`src/rtl/press_event_pkg.sv`:
```
// Shared state encoding and default gesture timing for the button press decoder
// and its consumers.
package press_event_pkg;

  typedef enum logic [2:0] {
    IDLE     = 3'd0,
    PRESSED  = 3'd1,
    HELD     = 3'd2,
    GAP      = 3'd3,
    SECOND   = 3'd4,
    WAIT_REL = 3'd5
  } press_state_t;

  localparam int unsigned DEF_LONG_CYCLES   = 50_000_000;
  localparam int unsigned DEF_GAP_CYCLES    = 25_000_000;
  localparam int unsigned DEF_REPEAT_CYCLES = 10_000_000;
  localparam int unsigned DEF_CNT_W         = 26;

endpackage

```
`src/rtl/press_event_decoder.sv`:
```
// Turns debounced press/release pulses into short/long/double press and
// auto-repeat gesture pulses; all outputs come straight from flops.
module press_event_decoder
  import press_event_pkg::*;
#(
  parameter int unsigned LONG_CYCLES   = DEF_LONG_CYCLES,
  parameter int unsigned GAP_CYCLES    = DEF_GAP_CYCLES,
  parameter int unsigned REPEAT_CYCLES = DEF_REPEAT_CYCLES,
  parameter int unsigned CNT_W         = DEF_CNT_W
) (
  input  logic clk,
  input  logic reset,
  input  logic pb_down,
  input  logic pb_up,
  output logic short_press,
  output logic long_press,
  output logic repeat_tick,
  output logic double_press,
  output logic busy
);

  localparam logic [CNT_W-1:0] LONG_TERM   = CNT_W'(LONG_CYCLES - 1);
  localparam logic [CNT_W-1:0] GAP_TERM    = CNT_W'(GAP_CYCLES - 1);
  localparam logic [CNT_W-1:0] REPEAT_TERM = CNT_W'(REPEAT_CYCLES - 1);

  press_state_t     state;
  logic [CNT_W-1:0] cnt;
  logic             down;
  logic             up;

  // Coincident press and release cancel each other out.
  assign down = pb_down & ~pb_up;
  assign up   = pb_up & ~pb_down;

  always_ff @(posedge clk) begin
    if (reset) begin
      state        <= IDLE;
      cnt          <= '0;
      short_press  <= 1'b0;
      long_press   <= 1'b0;
      repeat_tick  <= 1'b0;
      double_press <= 1'b0;
      busy         <= 1'b0;
    end else begin
      short_press  <= 1'b0;
      long_press   <= 1'b0;
      repeat_tick  <= 1'b0;
      double_press <= 1'b0;
      cnt          <= cnt + CNT_W'(1);
      case (state)
        IDLE: begin
          cnt <= '0;
          if (down) begin
            state <= PRESSED;
            busy  <= 1'b1;
          end
        end
        PRESSED: begin
          if (up) begin
            state <= GAP;
            cnt   <= '0;
          end else if (cnt == LONG_TERM) begin
            long_press <= 1'b1;
            state      <= HELD;
            cnt        <= '0;
          end
        end
        HELD: begin
          // Release beats a coincident repeat tick.
          if (up) begin
            state <= IDLE;
            busy  <= 1'b0;
            cnt   <= '0;
          end else if (cnt == REPEAT_TERM) begin
            repeat_tick <= 1'b1;
            cnt         <= '0;
          end
        end
        GAP: begin
          if (down) begin
            state <= SECOND;
            cnt   <= '0;
          end else if (cnt == GAP_TERM) begin
            short_press <= 1'b1;
            state       <= IDLE;
            busy        <= 1'b0;
            cnt         <= '0;
          end
        end
        SECOND: begin
          if (up) begin
            double_press <= 1'b1;
            state        <= IDLE;
            busy         <= 1'b0;
            cnt          <= '0;
          end else if (cnt == LONG_TERM) begin
            double_press <= 1'b1;
            state        <= WAIT_REL;
            cnt          <= '0;
          end
        end
        WAIT_REL: begin
          // Untimed wait: hold the counter so an endless hold cannot wrap it.
          cnt <= '0;
          if (up) begin
            state <= IDLE;
            busy  <= 1'b0;
          end
        end
        default: begin
          state <= IDLE;
          busy  <= 1'b0;
          cnt   <= '0;
        end
      endcase
    end
  end

endmodule

```
`config.mk`:
```
export PLATFORM = sky130hd
export DESIGN_NAME = press_event_decoder
export DESIGN_NICKNAME = d
export VERILOG_FILES = /design/src/rtl/press_event_pkg.sv /design/src/rtl/press_event_decoder.sv
export SDC_FILE = /design/constraint.sdc
export NUM_CORES = 1
export LEC_CHECK = 0
export ABC_AREA = 1
export CORE_MARGIN = 2
export CORE_UTILIZATION = 23
export CTS_CLUSTER_DIAMETER = 150
export CTS_CLUSTER_SIZE = 8
export DETAILED_ROUTE_END_ITERATION = 6
export PLACE_DENSITY = 0.35
export SETUP_SLACK_MARGIN = 0.02
export SLEW_MARGIN = 20
export SYNTH_ARGS = -nofsm -noshare
export SYNTH_HDL_FRONTEND = slang
export SYNTH_SLANG_ARGS = --single-unit
```
`constraint.sdc`:
```
create_clock -name clk -period 4.1 [get_ports clk]
set_input_delay 0.82 -clock clk [delete_from_list [all_inputs] [get_ports clk]]
set_output_delay 0.82 -clock clk [all_outputs]
set_load 0.05 [all_outputs]
```
==> summary.md, run 1 <==
| Metric | Value |
|---|---|
| Arrival time of the worst setup path | 1.43 ns |
| Crit path kind | reg -> out |
| Fill count | 1007 |
| Antenna diodes | 0 |
| Hold crit path type | reg -> reg |
| Initial antenna violation count | 0 |
| Total wire length | 5.86 mm |
| Initial core utilization | 23.7% |
| # setup viols final | 0 |
| Highest-delay cell along the critical path | clkdlybuf4s50_1 |
| Routed Antenna Nets | 0 |
| P_int | 597 uW |
| Status | finished clean |
| Syn avg cell area | 6.44 sq um |
| Register clock-pin slew on the reported worst setup and hold paths | 0.07 ns |
| Setup WS pre-CTS | 1.69 ns |
| Worst path cell trace | clkdlybuf4s50_1 |
| HPWL Detailed | 4.67 mm |
| Max Fclk | 445 MHz |
| I/O pin count | 9 |
| Standard-cell rows | 34 |
| Layout area overhead | 14.7% |
| Clock power frac | 35.0% |
| DRC violations left | 0 |
| Buf/Inv on CP | 1 |
| Longest Clk Path Bufs | 2 |
| GR Overflow Total | 0 |
| First-pass GRT wire length | 9.92 mm |
| Seq pwr share | 40.5% |
| GPL Wtd Cong | 0.833 |
| Sequential area share after synthesis | 33.2% |
| Post-CTS resize count | 0 |
| Netlist Area Pre-Place | 2050 sq um |
| Critical Path Fanout Max | 2 |
| Final Total Pwr | 894 uW |
| All-Layer GR Usage | 13.0% |
| Largest net degree at the start of global routing | 24 |
| Synth warn | 0 |
| Die area | 9700 sq um |
| PwrDens | 380 nW/um^2 |
| Final Hold Viols | 0 |
| Slew margin rel. | 66.5% |
| Post-synth cell types | 25 |
| Net Count, Synth | 324 |
| Slowest stage delay, CP | 0.80 ns |
| Fin crit share | 54.9% |
| CTS H-tree depth | 2 |
| Part of the power in combinational logic | 24.5% |
| Sink Count | 34 |
| Final worst clock skew | 0.0100 ns |
| I/O Buffers | 8 |
| CTS hold repair buffers | 0 |
| Root buf cell | clkbuf_8 |
| TritonCTS clock tree | yes |
| VDD IR-drop max | 0.125 mV |
| Die W | 98.5 um |
| RSZ-0062 raised after global routing | false |
| Final hold slack | 0.468 ns |
| Psw | 297 uW |
| Via Count | 1965 |
| Post-CTS setup buffers | 0 |
| Setup WS post-layout | 1.85 ns |
| Critical Path RT | 3.28 ns |
| First-pass DRT Iterations | 4 |
| Layout cells sized above 1 | 6.31% |
| Final net count | 337 |
| Minimum clock period | 2.25 ns |
| Pins Over Slew Limit | 0 |
| 1st-iter DRT viols | 132 |
| Critical Path Source Type | flip-flop |
| Setup tns final | 0 ns |
| CTS Buf Count | 5 |
| Top delay family on crit path | buffers and inverters |
| Max-Cap Viols | 0 |
| Syn Inst Count | 319 |
| Core area | 8680 sq um |
| Endpoint class of the critical path | primary output |
| Yosys reg bits | 34 |
| Vias in the first global route | 1964 |
| Sw Share | 33.3% |
| DR vias/cell | 4.46 |
| Clk_lat worst skew | 0.30 ns |
| Leak | 0.857 nW |
| DIE HEIGHT | 98.5 um |
| Avg WL per Cell | 13.3 um |
| Slew @ Worst Pin | 0.500 ns |
==> layer usage <==
metal / vias to the layer above / routed length, um / global-route usage [%]
li1: 1031 / - / -
met1: 888 / 2800 / 17.0
met2: 40 / 2670 / 21.0
met3: 6 / 300 / 2.77
met4: 0 / 95 / 5.06
met5: - / 0 / 0
==> state kept, by name, summed over array words and instances (netlist names) <==
name and count:
cnt 26, short_press 1, state 3, long_press 1
repeat_tick 1, double_press 1, busy 1
==> logic make-up after synthesis <==
| logic type | Yosys count | share of synthesized area (%) |
|---|---|---|
| XOR/XNOR | 20 | 8.53 |
| AO/OA/AOI/OAI | 7 | 1.83 |
| AND/OR/NAND/NOR | 203 | 45.3 |
| buffers and inverters | 54 | 10.6 |
| adder cells (fa/ha/maj) | 1 | 0.609 |
| flip-flops | 34 | 33.2 |
==> Yosys cell counts <==
library cell	count	area, sq um
nand3_2	2	20.0
nor2_1	67	251
nand3_1	16	80.1
nor3_1	18	90.1
nand3b_1	1	7.51
nand2_2	2	12.5
nor2_4	1	11.3
xor2_1	20	175
or2_2	1	6.26
nand3_4	1	17.5
nand2_1	66	248
nor2_2	3	18.8
o21ai_0	5	25.0
a21oi_1	1	5.00
nand4_1	19	119
inv_1	51	191
dfxtp_1	34	681
nor4_1	3	18.8
ha_1	1	12.5
a211oi_1	1	7.51
inv_2	1	3.75
nor3_2	1	10.0
nand2_4	1	11.3
buf_6	2	22.5
nor3b_1	1	7.51
==> layout by cell type, fill, tap and decap left out, drive strengths merged <==
cell type and count:
nor2 71, clkdlybuf4s50 8, nor3 19, nand3b 1
xor2 20, clkinv 2, ha 1, bufinv 1
clkbuf 5, nor4 3, inv 52, nor3b 1
or2 1, a21oi 1, o21ai 5, a211oi 1
nand2 69, nand4 19, nand3 19, dfxtp 34
==> cell type report <==
| class | instances | area, sq um | share of cell area (%) |
|---|---|---|---|
| flip-flops and latches | 34 | 681 | 28.9 |
| repair buffers | 8 | 80.1 | 3.40 |
| clock inverters | 3 | 40.0 | 1.70 |
| clock buffers | 5 | 68.8 | 2.92 |
| inverters | 52 | 195 | 8.29 |
| well taps | 108 | 135 | 5.74 |
| multi-input cells | 231 | 1150 | 49.0 |
==> power groups by stage <==
stage / logic, mW / clock network (mW) / registers (mW)
final: 0.219 / 0.313 / 0.362
after global routing: 0.253 / 0.343 / 0.365
after CTS: 0.222 / 0.326 / 0.363
after detailed placement: 0.221 / 0 / 0.370
after global placement: 0.225 / 0 / 0.371
after floorplan: 0.170 / 0 / 0.377
==> metrics by stage <==
| stage | instance area [sq um] | instances | util (%) |
|---|---|---|---|
| 2_1_floorplan | 2050 | 319 | - |
| 5_1_grt | 2350 | 441 | 27.1 |
| 3_5_place_dp | 2250 | 433 | 25.9 |
| 3_3_place_gp | 2250 | 433 | 25.9 |
| 6_report | 2350 | 441 | 27.1 |
| 4_1_cts | 2350 | 441 | 27.1 |
==> worst register-to-register path, delay by kind of cell, from the launching register on <==
family / cells / cell delay (ns)
simple gates: 9 / 1.17
flops: 1 / 0.39
fa+ha+maj: 1 / 0.25
==> path summary, 6_finish.rpt <==
path | start | end | slack [ns] | cells past startpoint
max | busy | busy | 1.85 | 1
min | busy | busy | 0.47 | 2
max reg2reg | cnt[0] | cnt[11] | 2.16 | 10
min reg2reg | busy | busy | 0.47 | 2
Power figures use the tool's default switching activity.
==> run 2, diff against run 1 <==
--- a/config.mk
+++ b/config.mk
@@ -11,7 +11,7 @@
 export CTS_CLUSTER_DIAMETER = 150
 export CTS_CLUSTER_SIZE = 8
 export DETAILED_ROUTE_END_ITERATION = 6
-export PLACE_DENSITY = 0.35
+export PLACE_DENSITY = 0.37
 export SETUP_SLACK_MARGIN = 0.02
 export SLEW_MARGIN = 20
 export SYNTH_ARGS = -nofsm -noshare
==> constraint.sdc (replaced) <==
create_clock -name clk -period 1.9 [get_ports clk]
set_input_delay 0.38 -clock clk [delete_from_list [all_inputs] [get_ports clk]]
set_output_delay 0.38 -clock clk [all_outputs]
set_load 0.05 [all_outputs]
==> summary.md, run 2 (synthesis results as in run 1) <==
| Metric | Value |
|---|---|
| Hold crit path type | reg -> reg (unchanged) |
| DR vias/cell | 4.39 (was 4.46) |
| Reg with most FFs | cnt (unchanged) |
| Antenna diodes | 0 (unchanged) |
| TritonCTS clock tree | yes (unchanged) |
| Longest Clk Path Bufs | 2 (unchanged) |
| Top delay family on crit path | buffers and inverters (unchanged) |
| Setup tns final | 0 ns (unchanged) |
| Total wire length | 5.63 mm (was 5.86 mm) |
| Final Hold Viols | 0 (unchanged) |
| DRC violations left | 0 (unchanged) |
| Routed Antenna Nets | 0 (unchanged) |
| Highest-delay cell along the critical path | clkdlybuf4s50_1 (unchanged) |
| Biggest regs | cnt (26), state (3) (unchanged) |
| Final net count | 355 (was 337) |
| P_int | 1.27 mW (was 597 uW) |
| Hold path depth | 2 (unchanged) |
| Initial core utilization | 23.7% (unchanged) |
| Final Total Pwr | 1.90 mW (was 894 uW) |
| Critical Path RT | 1.52 ns (was 3.28 ns) |
| First-pass DRT Iterations | 4 (unchanged) |
| CTS H-tree depth | 2 (unchanged) |
| GR Overflow Total | 0 (unchanged) |
| Status | finished clean (unchanged) |
| Slew margin rel. | 66.9% (was 66.5%) |
| FF-to-FF setup slack | 0.21 ns (was 2.16 ns) |
| Seq pwr share | 40.9% (was 40.5%) |
| GPL Wtd Cong | 0.816 (was 0.833) |
| Layout area overhead | 22.2% (was 14.7%) |
| Clock power frac | 28.1% (was 35.0%) |
| Die W | 98.5 um (unchanged) |
| Endpoint class of the critical path | primary output (unchanged) |
| Fill count | 1008 (was 1007) |
| Area of the multi-input gates | 1170 sq um (was 1150 sq um) |
| I/O Buffers | 8 (unchanged) |
| Initial antenna violation count | 0 (unchanged) |
| Root buf cell | clkbuf_8 (unchanged) |
| 1st-iter DRT viols | 72 (was 132) |
| Minimum clock period | 1.80 ns |
| Commonest non-fill, non-tap cells in the layout | nand2_1 (64), nor2_1 (64), inv_1 (51) (was nor2_1 (67), nand2_1 (66), inv_1 (51)) |
| HPWL Detailed | 4.66 mm (was 4.67 mm) |
| Pins Over Slew Limit | 0 (unchanged) |
| Setup WS pre-CTS | -0.0629 ns (was 1.69 ns) |
| Final worst clock skew | 0.00752 ns (was 0.0100 ns) |
| Setup WS post-layout | 0.101 ns (was 1.85 ns) |
| Avg WL per Cell | 12.3 um (was 13.3 um) |
| VDD IR-drop max | 0.204 mV (was 0.125 mV) |
| DIE HEIGHT | 98.5 um (unchanged) |
| Psw | 626 uW (was 297 uW) |
| CTS Buf Count | 5 (unchanged) |
| Worst Min Path Start | busy (unchanged) |
| Worst path cell trace | clkdlybuf4s50_1 (unchanged) |
| Max Fclk | 556 MHz |
| Sw Share | 33.0% (was 33.3%) |
| Final hold slack | 0.466 ns (was 0.468 ns) |
| First-pass GRT wire length | 9.64 mm (was 9.92 mm) |
| Buf/Inv on CP | 1 (unchanged) |
| Sink Count | 34 (unchanged) |
| Arrival time of the worst setup path | 1.42 ns (was 1.43 ns) |
| Die area | 9700 sq um (unchanged) |
| Vias in the first global route | 2032 (was 1964) |
| Max-Cap Viols | 0 (unchanged) |
| Standard-cell rows | 34 (unchanged) |
| R2r endpoint | cnt[21] (was cnt[11]) |
| # placed instances | 449 (was 433) |
| Critical Path Fanout Max | 2 (unchanged) |
| WHS Endpoint | busy (unchanged) |
| Part of the power in combinational logic | 31.0% (was 24.5%) |
| PwrDens | 756 nW/um^2 (was 380 nW/um^2) |
| Worst reg2reg path depth | 11 (was 10) |
| Layout cells sized above 1 | 12.6% (was 6.31%) |
| RSZ-0062 raised after global routing | false (unchanged) |
| Critical Path Source Type | flip-flop (unchanged) |
| Register clock-pin slew on the reported worst setup and hold paths | 0.07 ns (about the same) |
| Leak | 0.937 nW (was 0.857 nW) |
| FF/Latch Area | 682 sq um (was 681 sq um) |
| Slew @ Worst Pin | 0.496 ns (was 0.500 ns) |
| # setup viols final | 0 (unchanged) |
| All-Layer GR Usage | 12.4% (was 13.0%) |
| Core area | 8680 sq um (unchanged) |
| Reg-to-Reg Start | cnt[0] (unchanged) |
| Crit path kind | reg -> out (unchanged) |
| Clk_lat worst skew | 0.29 ns (was 0.30 ns) |
| Largest net degree at the start of global routing | 13 (was 24) |
| Fin crit share | 94.7% |
| I/O pin count | 9 (unchanged) |
| Slowest stage delay, CP | 0.80 ns (about the same) |
| Largest register FFs | 26 (unchanged) |
| Final Instance Count excl. Fillers | 457 (was 441) |
| Via Count | 2004 (was 1965) |
## run 2: per-layer routing
metal | up-vias | share of wire [%] | GRT usage (%) | wire (um)
li1 | 1070 | - | - | -
met1 | 904 | 49 | 16.1 | 2760
met2 | 25 | 46 | 20.5 | 2610
met3 | 5 | 3.3 | 2.84 | 184
met4 | 0 | 1.2 | 3.79 | 69
met5 | - | 0 | 0 | 0
## run 2: repair_timing
item | 4_1_cts | 5_1_grt
gates resized for setup | 0 | 8
endpoints found under the setup margin | 0 | 29
buffers inserted | 0 | 2
hold buffers | 0 | 0
## run 2: worst max path at each step
| stage | startpoint | endpoint | slack (ns) | cells after the start |
|---|---|---|---|---|
| floorplan | cnt[0] | cnt[13] | 0.31 | 11 |
| global placement | pb_down | state[0] | -0.05 | 10 |
| detailed placement | pb_down | state[2] | -0.06 | 10 |
| CTS | busy | busy | 0.09 | 1 |
| global route | cnt[0] | state[1] | 0.03 | 12 |
| finish | busy | busy | 0.10 | 1 |
## run 2: power groups by stage
stage	clock (mW)	sequential, mW	combinational [mW]
after floorplan	0	0.814	0.368
after global placement	0	0.791	0.603
after detailed placement	0	0.792	0.592
after CTS	0.566	0.775	0.595
after global routing	0.587	0.781	0.664
final	0.532	0.776	0.588
## run 2: area by class of cell
class / instances / area share, %
clock buffers: 6 / 3.29
inverters: 52 / 7.78
multi-input cells: 231 / 46.8
flip-flops and latches: 34 / 27.2
well taps: 108 / 5.38
repair buffers: 26 / 9.57
## run 2: through the flow
stage	util, %	cell area [sq um]
global placement	27.6	2390
floorplan	-	2050
detailed placement	27.6	2390
CTS	28.5	2470
global route	28.9	2510
finish	28.9	2510
